===== config.mk =====
export PLATFORM = sky130hd
export DESIGN_NAME = pattern_tx
export DESIGN_NICKNAME = d
export VERILOG_FILES = /design/src/rtl/pattern_tx.sv
export SDC_FILE = /design/constraint.sdc
export NUM_CORES = 1
export LEC_CHECK = 0
export CAP_MARGIN = 20
export CELL_PAD_IN_SITES_DETAIL_PLACEMENT = 1
export CELL_PAD_IN_SITES_GLOBAL_PLACEMENT = 2
export CORE_MARGIN = 2
export CORE_UTILIZATION = 31
export DETAILED_ROUTE_END_ITERATION = 8
export GPL_TIMING_DRIVEN = 0
export PLACE_DENSITY_LB_ADDON = 0.1
export SETUP_SLACK_MARGIN = 0.15
export SLEW_MARGIN = 25
export SYNTH_ARGS = -nofsm -noshare
export SYNTH_HDL_FRONTEND = slang
export SYNTH_SLANG_ARGS = --single-unit

===== constraint.sdc =====
create_clock -name clk -period 1.7 [get_ports clk]
set_input_delay 0.17 -clock clk [delete_from_list [all_inputs] [get_ports clk]]
set_output_delay 0.17 -clock clk [all_outputs]
set_load 0.005 [all_outputs]

===== src/rtl/pattern_tx.sv =====
// pattern_tx: serial frame transmitter.
// Each frame is a fixed preamble (MSB first) followed by a captured payload
// word (MSB first). A load may request up to 15 repeats of the same payload.
// Repeated frames are separated by a single idle gap cycle. A one-cycle done
// pulse marks the end of a transmission.
// All outputs are registers written by the FSM, so every output is a clean
// Moore output.
module pattern_tx #(
  parameter int               DATA_W   = 8,
  parameter int               PRE_W    = 3,
  parameter logic [PRE_W-1:0] PREAMBLE = 3'b101
) (
  input  logic              clk,
  input  logic              reset,
  input  logic              load_valid,
  output logic              load_ready,
  input  logic [DATA_W-1:0] load_data,
  input  logic [3:0]        load_count,
  output logic              out,
  output logic              out_valid,
  output logic              busy,
  output logic              done
);

  // The bit counter must hold both DATA_W-1 and PRE_W-1.
  localparam int MAX_B = (DATA_W > PRE_W) ? DATA_W : PRE_W;
  localparam int CNT_W = (MAX_B > 1) ? $clog2(MAX_B) : 1;

  typedef enum logic [1:0] {
    S_IDLE,
    S_PRE,
    S_DATA,
    S_GAP
  } state_t;

  state_t            r_state;
  logic [CNT_W-1:0]  r_cnt;
  logic [3:0]        r_frames;
  logic [DATA_W-1:0] r_data;
  logic              r_out;
  logic              r_out_valid;
  logic              r_busy;
  logic              r_done;
  logic              r_load_ready;

  logic              w_accept;
  logic [CNT_W-1:0]  w_cnt_dec;
  logic              w_pre_nxt;
  logic              w_data_nxt;
  logic [3:0]        w_count;

  // A load is taken only while the ready register is high, i.e. in IDLE.
  assign w_accept   = load_valid & r_load_ready;
  assign w_cnt_dec  = r_cnt - 1'b1;
  // Bit that follows the one currently on the line. Selected by masking
  // rather than variable indexing, so the counter width never has to
  // match the vector width.
  assign w_pre_nxt  = |(PREAMBLE & (PRE_W'(1) << w_cnt_dec));
  assign w_data_nxt = |(r_data & (DATA_W'(1) << w_cnt_dec));
  // A count of zero is treated as a single frame.
  assign w_count    = (load_count == 4'd0) ? 4'd1 : load_count;

  assign out        = r_out;
  assign out_valid  = r_out_valid;
  assign busy       = r_busy;
  assign done       = r_done;
  assign load_ready = r_load_ready;

  // Transmit FSM. The outputs for the next cycle are registered together
  // with the state, so the first preamble bit appears one cycle after the
  // load is accepted.
  always_ff @(posedge clk or negedge reset) begin
    if (!reset) begin
      r_state      <= S_IDLE;
      r_cnt        <= '0;
      r_frames     <= '0;
      r_data       <= '0;
      r_out        <= 1'b0;
      r_out_valid  <= 1'b0;
      r_busy       <= 1'b0;
      r_done       <= 1'b0;
      r_load_ready <= 1'b1;
    end else begin
      r_done <= 1'b0;
      case (r_state)
        S_IDLE: begin
          r_load_ready <= 1'b1;
          r_busy       <= 1'b0;
          r_out        <= 1'b0;
          r_out_valid  <= 1'b0;
          if (w_accept) begin
            r_data       <= load_data;
            r_frames     <= w_count;
            r_cnt        <= CNT_W'(PRE_W - 1);
            r_state      <= S_PRE;
            r_out        <= PREAMBLE[PRE_W-1];
            r_out_valid  <= 1'b1;
            r_busy       <= 1'b1;
            r_load_ready <= 1'b0;
          end
        end
        S_PRE: begin
          if (r_cnt == '0) begin
            r_state <= S_DATA;
            r_cnt   <= CNT_W'(DATA_W - 1);
            r_out   <= r_data[DATA_W-1];
          end else begin
            r_cnt <= w_cnt_dec;
            r_out <= w_pre_nxt;
          end
        end
        S_DATA: begin
          if (r_cnt == '0) begin
            r_frames    <= r_frames - 1'b1;
            r_out       <= 1'b0;
            r_out_valid <= 1'b0;
            if (r_frames > 4'd1) begin
              r_state <= S_GAP;
            end else begin
              r_state      <= S_IDLE;
              r_busy       <= 1'b0;
              r_done       <= 1'b1;
              r_load_ready <= 1'b1;
            end
          end else begin
            r_cnt <= w_cnt_dec;
            r_out <= w_data_nxt;
          end
        end
        S_GAP: begin
          r_state     <= S_PRE;
          r_cnt       <= CNT_W'(PRE_W - 1);
          r_out       <= PREAMBLE[PRE_W-1];
          r_out_valid <= 1'b1;
        end
        default: begin
          r_state <= S_IDLE;
        end
      endcase
    end
  end

endmodule


# ---- Word-level counts from Yosys, hierarchy flattened
# Index checks and enable logic that the tools add are counted.
dict set report word_totals {
  register_bits 22
  in_bits 15
  word_cells 66
}
dict set report op_classes {
  addsub 2
  order_cmp 1
  n_eq_ne 8
  n_shift 2
  mux 29
  n_bitwise 2
  reduce_logical 13
}
# op n
set ops {}
lappend ops {{two-way mux 1 bit} 12}
lappend ops {{two-way mux 4 bit} 3}
lappend ops {{case mux 3 bit (4 select lines)} 1}
lappend ops {{inequality test 2 bit, second input constant} 5}
lappend ops {{two-way mux 3 bit} 3}
lappend ops {{AND reduction 3 bit} 3}
lappend ops {{bitwise AND 8 bit} 1}
lappend ops {{two-way mux 2 bit} 4}
lappend ops {{case mux 2 bit (4 select lines)} 1}
lappend ops {{case mux 4 bit (2 select lines)} 1}
lappend ops {{OR reduction 8 bit} 1}
lappend ops {{<< shifter 1 x 3 -> 8 bit, first input constant} 1}
lappend ops {{AND reduction 2 bit} 3}
lappend ops {{equality test 2 bit, second input constant} 2}
lappend ops {{> comparator 4 x 1 -> 1 bit, second input constant} 1}
lappend ops {{zero test 4 bit} 1}
lappend ops {{case mux 1 bit (2 select lines)} 2}
lappend ops {{case mux 1 bit (4 select lines)} 1}
lappend ops {{subtractor 4 x 1 -> 4 bit, second input constant} 1}
lappend ops {{zero test 3 bit} 1}
lappend ops {{case mux 1 bit (3 select lines)} 1}
lappend ops {{nonzero test 3 bit} 1}
lappend ops {{<< shifter 1 x 3 -> 3 bit, first input constant} 1}
lappend ops {{subtractor 3 x 1 -> 3 bit, second input constant} 1}
lappend ops {{other kinds (5)} 5}

# ---- Longest topological paths before layout
# Gate-level depths: netlist (run 1).
dict set report logic_depth {
  ltp_word 6
  mapped_depth 8
}

# ---- Least setup slack after synthesis (run 1)
# OpenSTA, ideal clock, no wires.
dict set report synth_timing {
  path_type {reg-to-reg}
  start {reg r_cnt[0]}
  end {reg r_out, in the netlist out}
  arrival_time_ps 1569
  required_ps 1576
  setup_slack_ps 7
  path_stages_with_launch 8
  synth_period_minus_slack_ps 1693
  cell_sequence {dfrtp_1 inv_1 ha_1 buf_6 a22o_1 a221oi_2 o311ai_1 o31a_1}
}
dict set report synth_between {
  elab_chain_cells 6
  elab_cells_between_ends 10
  classes_between {add/sub: 1; shift: 2; mux: 3; bitwise: 1; reduce/logical: 3}
}
# item line
set synth_rtl {}
lappend synth_rtl {{start: declaration} 37} ;# logic [CNT_W-1:0] r_cnt;
lappend synth_rtl {{start signal: assignment} 94} ;# r_cnt <= CNT_W'(PRE_W - 1);
lappend synth_rtl {{start signal: assignment} 105} ;# r_cnt <= CNT_W'(DATA_W - 1);
lappend synth_rtl {{start signal: assignment} 108} ;# r_cnt <= w_cnt_dec;
lappend synth_rtl {{subtractor 3 x 1 -> 3 bit} 54} ;# assign w_cnt_dec = r_cnt - 1'b1;
lappend synth_rtl {{<< shifter 1 x 3 -> 8 bit} 59} ;# assign w_data_nxt = |(r_data & (DATA_W'(1) << w_cnt_dec));
lappend synth_rtl {{bitwise AND 8 bit} 59}
lappend synth_rtl {{OR reduction 8 bit} 59}
lappend synth_rtl {{two-way mux 1 bit} 113} ;# if (r_cnt == '0) begin
lappend synth_rtl {{case mux 1 bit (4 select lines) (*)} 85} ;# case (r_state)
lappend synth_rtl {{end signal: assignment} 96} ;# r_out <= PREAMBLE[PRE_W-1];
lappend synth_rtl {{end signal: assignment} 109} ;# r_out <= w_pre_nxt;
lappend synth_rtl {{end signal: assignment} 127} ;# r_out <= w_data_nxt;
lappend synth_rtl {{end: declaration} 40} ;# logic r_out;
# Every way passes the cells marked *; elsewhere a longest branch is shown, timed or not.
# A chain may end at the register's enable or synchronous reset.

# ---- Final worst setup path (run 1)
dict set report layout_timing {
  start {reg r_cnt[1]}
  end {reg r_out, in the netlist out}
}
# The elaborated chain is that of the path after synthesis.

==> results of run 1 <==
[worst paths after layout]
check,start,to,slack (ps)
hold / removal,reset,out,410
setup reg to reg,r_cnt[1],out,50
setup / recovery,r_cnt[1],out,50
min in group clk,load_data[7],r_data[7],510
hold reg to reg,r_data[3],r_data[3],520
max in group asynchronous,reset,r_cnt[0],890
[metal layers]
metal / track usage [%] / vias to the layer above
li1: - / 568
met1: 18.3 / 588
met2: 30.7 / 16
met3: 2.60 / 5
met4: 4.49 / 0
met5: 0 / -
[kinds of logic (layout without fill, tap and decap cells)]
logic type | after synthesis | count (layout) | share of synthesized area, %
simple gates | 30 | 30 | 10.9
mux | 12 | 12 | 9.76
buf+inv | 14 | 60 | 5.52
flops | 22 | 22 | 40.6
compound gates | 42 | 42 | 21.3
fa+ha+maj | 13 | 13 | 12.0
[Yosys cell counts]
library cell	instances	area (um2)
a211oi_4	1	20.0
a21boi_2	1	11.3
a21oi_1	12	60.1
a221oi_2	1	15.0
a22o_1	2	17.5
a22oi_1	2	15.0
a2bb2oi_1	1	8.76
buf_4	2	15.0
buf_6	2	22.5
dfrtp_1	21	526
dfstp_2	1	26.3
ha_1	13	163
inv_1	10	37.5
mux2_2	10	113
mux2i_1	2	20.0
nand2_1	9	33.8
nand2b_1	3	18.8
nand2b_4	1	13.8
nand3_1	3	15.0
nand3b_1	1	7.51
nor2_1	7	26.3
nor2b_1	1	6.26
nor3_1	4	20.0
nor4_1	1	6.26
o211ai_1	1	7.51
o21ai_0	13	65.1
o21bai_1	1	7.51
o2bb2ai_1	1	8.76
o311ai_1	2	17.5
o31a_1	2	17.5
o32ai_1	1	8.76
o41ai_1	1	8.76
[worst max-delay path: stages (launching register included)]
cell and delay, ps:
dfrtp_1 430, inv_2 80, ha_4 160, buf_8 130
a22o_1 180, a221oi_2 200, o311ai_1 110, o31a_1 250
[final cells by class]
type / instances / area share (%)
multi-input cells: 97 / 44.2
flip-flops and latches: 22 / 27.0
repair buffers: 42 / 18.6
well taps: 52 / 3.17
clock buffers: 4 / 2.69
plain buffers: 4 / 2.56
inverters: 10 / 1.83
[per-stage QoR]
stage	hold WS, ps	worst slack [ps]	util [%]	power (mW)
global placement	487	-94.2	38.0	2.62
detailed placement	189	-146	37.9	2.69
CTS	427	48.2	43.4	3.48
floorplan	-126	132	-	2.18
global route	447	-10.4	47.7	4.29
finish	409	46.7	47.7	3.99
[sequential cells by signal (all words and copies together), names as in the netlist]
name	count
busy	1
done	1
load_ready	1
out	1
out_valid	1
r_cnt	3
r_data	8
r_frames	4
r_state	2
[where the power goes]
group / internal, mW / leakage (nW) / total (mW) / switching [mW]
Clock: 0.207 / 0.0288 / 0.392 / 0.185
Combinational: 1.38 / 0.562 / 2.63 / 1.25
Sequential: 0.783 / 0.262 / 0.975 / 0.192
[timing repair]
item	4_1_cts	5_1_grt
gates resized for setup	18	22
hold endpoints to repair	21	0
hold buffers	1	0
endpoints found under the setup margin	23	20
setup buffers	12	10
pin swaps	4	7
==> flow_metrics.py, run 1 <==
metrics = {
    "floorplanning": {
        "start_util_pct": 31.6,
        "dieArea_um2": 4930,
        "die_y_um": 70.2,
        "fp-row-count": 24,
        "core_area_um2": 4290,
        "io_pins": 20,
        "die_x_um": 70.2,
    },
    "logic_synthesis": {
        "synth_cell_type_count": 32,
        "yosysWarnings": 0,
        "synthCells": 133,
        "synth.avg_cell_area_um2": 10.2,
        "yosysSeqAreaShare_pct": 40.6,
        "synth-seq-cells": 22,
        "synth_fp_nets": 161,
        "netlist_area_um2": 1360,
    },
    "cells_and_area": {
        "final_cell_mix": "20 x dfrtp_1, 19 x buf_4, 18 x clkdlybuf4s50_1",
        "stdcell_count": 231,
        "drive_above_1_share_pct": 40.8,
        "stdcell_area_um2": 2050,
        "final_common_cell": "dfrtp_1",
        "ff_latch_area_um2": 553,
        "syn2layout_area_growth_pct": 50.8,
        "diodes": 0,
        "multiInputGateArea_um2": 906,
        "nNetsFinal": 208,
        "nFillCells": 482,
    },
    "sta": {
        "setup_tns_ps": 0,
        "worstMarginPinSlew_ps": 551,
        "clock_skew_ps": 8.23,
        "slew_headroom_pct": 63.3,
        "fin_crit_sh_pct": 97.3,
        "fmax_mhz": 605,
        "rsz0062_at_grt": "true",
        "period_needed_ps": 1650,
        "final_hold_viol_count": 0,
        "drv_slew": 0,
        "finalSetupViolCount": 0,
    },
    "worst_hold_path": {
        "hp-class": "in -> async",
    },
    "critical_path": {
        "end_kind": "flop",
        "required_ps": 1860,
        "cp.arrival_ps": 1810,
        "ff2ff_path_depth": 7,
        "cp-start-kind": "flop",
        "cp_max_fo": 6,
        "worst-setup-path-type": "reg -> reg",
    },
    "pwr": {
        "power_density_nw_per_um2": 1950,
        "p_leak_nw": 0.853,
        "max-vdd-ir-drop_mv": 0.709,
    },
    "clock_network": {
        "clk_latency_ps": 270,
        "cts_sinks": 22,
        "htree_levels": 1,
        "cts_made_buffers": 3,
        "cts_tree": "done",
        "clockBufferDepth": 2,
        "cts_root_buf": "clkbuf_8",
        "path_clk_slew_ps": 90,
    },
    "detailed_routing": {
        "first_pass_iters": 4,
        "routed_wl_um": 4050,
        "drt-initial-drc-count": 37,
        "wl_met2_um": 2260,
        "m1WireLength_um": 1650,
        "top_layer_used": "met4",
        "drt-wirelength-per-cell_um": 17.5,
        "met3_length_um": 91,
        "via_per_inst": 5.10,
        "num_vias": 1177,
        "drc": 0,
        "final_antenna_net_count": 0,
    },
    "place": {
        "place.gp.congestion": 0.750,
        "placed_area_um2": 1630,
        "dp_hpwl_um": 2500,
        "portBuffers": 19,
        "dp_cells": 204,
    },
    "grt": {
        "antenna_found_initial": 0,
        "grt_max_degree": 23,
        "grt_usage_pct": 16.1,
        "grt_pass1_wl_um": 6210,
        "grt_overflow": 0,
        "grt_pass1_vias": 1275,
    },
    "outcome": {
        "status": "completed",
    },
    "run": {
        "drv_cap": 0,
    },
}
Power figures use the tool's default switching activity.
==> run 2, diff against run 1 <==
--- a/config.mk
+++ b/config.mk
@@ -12,6 +12,7 @@
 export CORE_UTILIZATION = 31
 export DETAILED_ROUTE_END_ITERATION = 8
 export GPL_TIMING_DRIVEN = 0
+export MAX_ROUTING_LAYER = met4
 export PLACE_DENSITY_LB_ADDON = 0.1
 export SETUP_SLACK_MARGIN = 0.15
 export SLEW_MARGIN = 25
==> flow_metrics.py, run 2 (synthesized netlist as in run 1, its figures left out) <==
metrics = {
    "outcome": {
        "status": "completed",
    },
    "cells_and_area": {
        "diodes": 0,
        "largest-register": "r_data",
        "final_common_cell": "dfrtp_1",
        "top_regs": "r_data x8, r_frames x4, r_cnt x3",
        "nNetsFinal": 204,
        "syn2layout_area_growth_pct": 48.3,
        "largest_reg_flops": 8,
        "post-route-util_pct": 46.9,
        "drive_above_1_share_pct": 39.4,
        "nFillCells": 480,
        "stdcell_count": 227,
        "final_cell_mix": "20 x dfrtp_1, 18 x clkdlybuf4s50_1, 15 x buf_4",
    },
    "sta": {
        "fmax_mhz": 608,
        "fin_crit_sh_pct": 96.7,
        "clock_skew_ps": 8.50,
        "period_needed_ps": 1640,
        "slew_headroom_pct": 62.8,
        "finalSetupViolCount": 0,
        "setup_tns_ps": 0,
        "final_hold_viol_count": 0,
        "drv_slew": 0,
        "worstMarginPinSlew_ps": 558,
        "rsz0062_at_grt": "true",
        "fin_ws_ps": 55.8,
    },
    "clock_network": {
        "htree_levels": 1,
        "cts_made_buffers": 3,
        "clk_latency_ps": 270,
        "cts_root_buf": "clkbuf_8",
        "cts_sinks": 22,
        "clockBufferDepth": 2,
        "path_clk_slew_ps": 90,
        "cts_tree": "done",
    },
    "critical_path": {
        "cp_max_fo": 6,
        "r2r-start": "r_cnt[1]",
        "worst-setup-path-type": "reg -> reg",
        "required_ps": 1860,
        "cp-start-kind": "flop",
        "rr_endpoint": "out",
        "cp-startpoint": "r_cnt[1]",
        "ff2ff_path_depth": 7,
        "cp.arrival_ps": 1810,
        "worst-r2r-setup-slack_ps": 60,
        "end_kind": "flop",
    },
    "place": {
        "dp_cells": 204,
        "portBuffers": 19,
        "place.gp.congestion": 0.760,
        "dp_hpwl_um": 2500,
        "post-place-ws_ps": -146,
    },
    "grt": {
        "grt_max_degree": 23,
        "grt_pass1_wl_um": 6210,
        "antenna_found_initial": 0,
        "grt_usage_pct": 16.5,
        "grt_pass1_vias": 1280,
        "grt_overflow": 0,
    },
    "floorplanning": {
        "dieArea_um2": 4930,
        "die_x_um": 70.2,
        "fp-row-count": 24,
        "die_y_um": 70.2,
        "core_area_um2": 4290,
        "start_util_pct": 31.6,
        "io_pins": 20,
    },
    "detailed_routing": {
        "via_per_inst": 5.12,
        "routed_wl_um": 3920,
        "drt-wirelength-per-cell_um": 17.3,
        "first_pass_iters": 4,
        "num_vias": 1163,
        "final_antenna_net_count": 0,
        "drc": 0,
        "drt-initial-drc-count": 27,
    },
    "pwr": {
        "p_leak_nw": 0.831,
        "max-vdd-ir-drop_mv": 0.684,
        "power_density_nw_per_um2": 1950,
        "power.total_mw": 3.92,
    },
    "run": {
        "drv_cap": 0,
    },
    "worst_hold_path": {
        "hp-class": "in -> async",
    },
}
run 2: cell types whose count changed in the layout (fill, tap and decap cells not counted), sizes merged:
cell  delta
buf      -4
run 2: repair_timing:
item	4_1_cts	5_1_grt
gates resized for setup	18	22
endpoints found under the hold margin	21	0
setup endpoints to repair	23	20
hold buffers	1	0
pin swaps	4	6
buffers inserted	12	6
run 2: layout make-up:
class                   count  area (um2)  share of cell area (%)
plain buffers               4        52.6                    2.61
clock buffers               4        55.1                    2.73
repair buffers             38         350                    17.4
flip-flops and latches     22         553                    27.5
multi-input cells          97         901                    44.7
well taps                  52        65.1                    3.23
inverters                  10        37.5                    1.86
run 2: worst max-delay path, stage by stage, from the launching register on:
cell and delay [ps]:
dfrtp_1 430, inv_2 80, ha_4 160, buf_8 130, a22o_1 180, a221oi_2 200, o311ai_1 120, o31a_1 250
run 2: per-stage QoR:
stage | cell area [um2] | hold WS [ps]
floorplan | 1380 | -126
global placement | 1630 | 487
detailed placement | 1630 | 189
CTS | 1870 | 427
global route | 2010 | 446
finish | 2010 | 409
run 2: worst max-delay path by stage:
stage,endpoint,slack (ps),depth (start not counted)
2_1_floorplan,out,130,7
3_3_place_gp,r_frames[0],-90,6
3_5_place_dp,r_data[4],-150,4
4_1_cts,out,50,7
5_1_grt,out,-10,7
6_report,out,60,7
run 2: layer usage:
| metal | vias up | global-route usage, % | wire, um |
|---|---|---|---|
| met2 | 19 | 30.7 | 2180 |
| met3 | 7 | 2.60 | 111 |
| li1 | 560 | - | - |
| met4 | 0 | 4.49 | 56 |
| met1 | 577 | 18.3 | 1570 |
| met5 | - | - | 0 |
run 2: where the power goes:
group	leakage [nW]	total (mW)	switching [mW]	internal [mW]
Sequential	0.262	0.969	0.185	0.783
Clock	0.0288	0.396	0.189	0.207
Combinational	0.540	2.55	1.22	1.34
Total	0.831	3.92	1.59	2.33
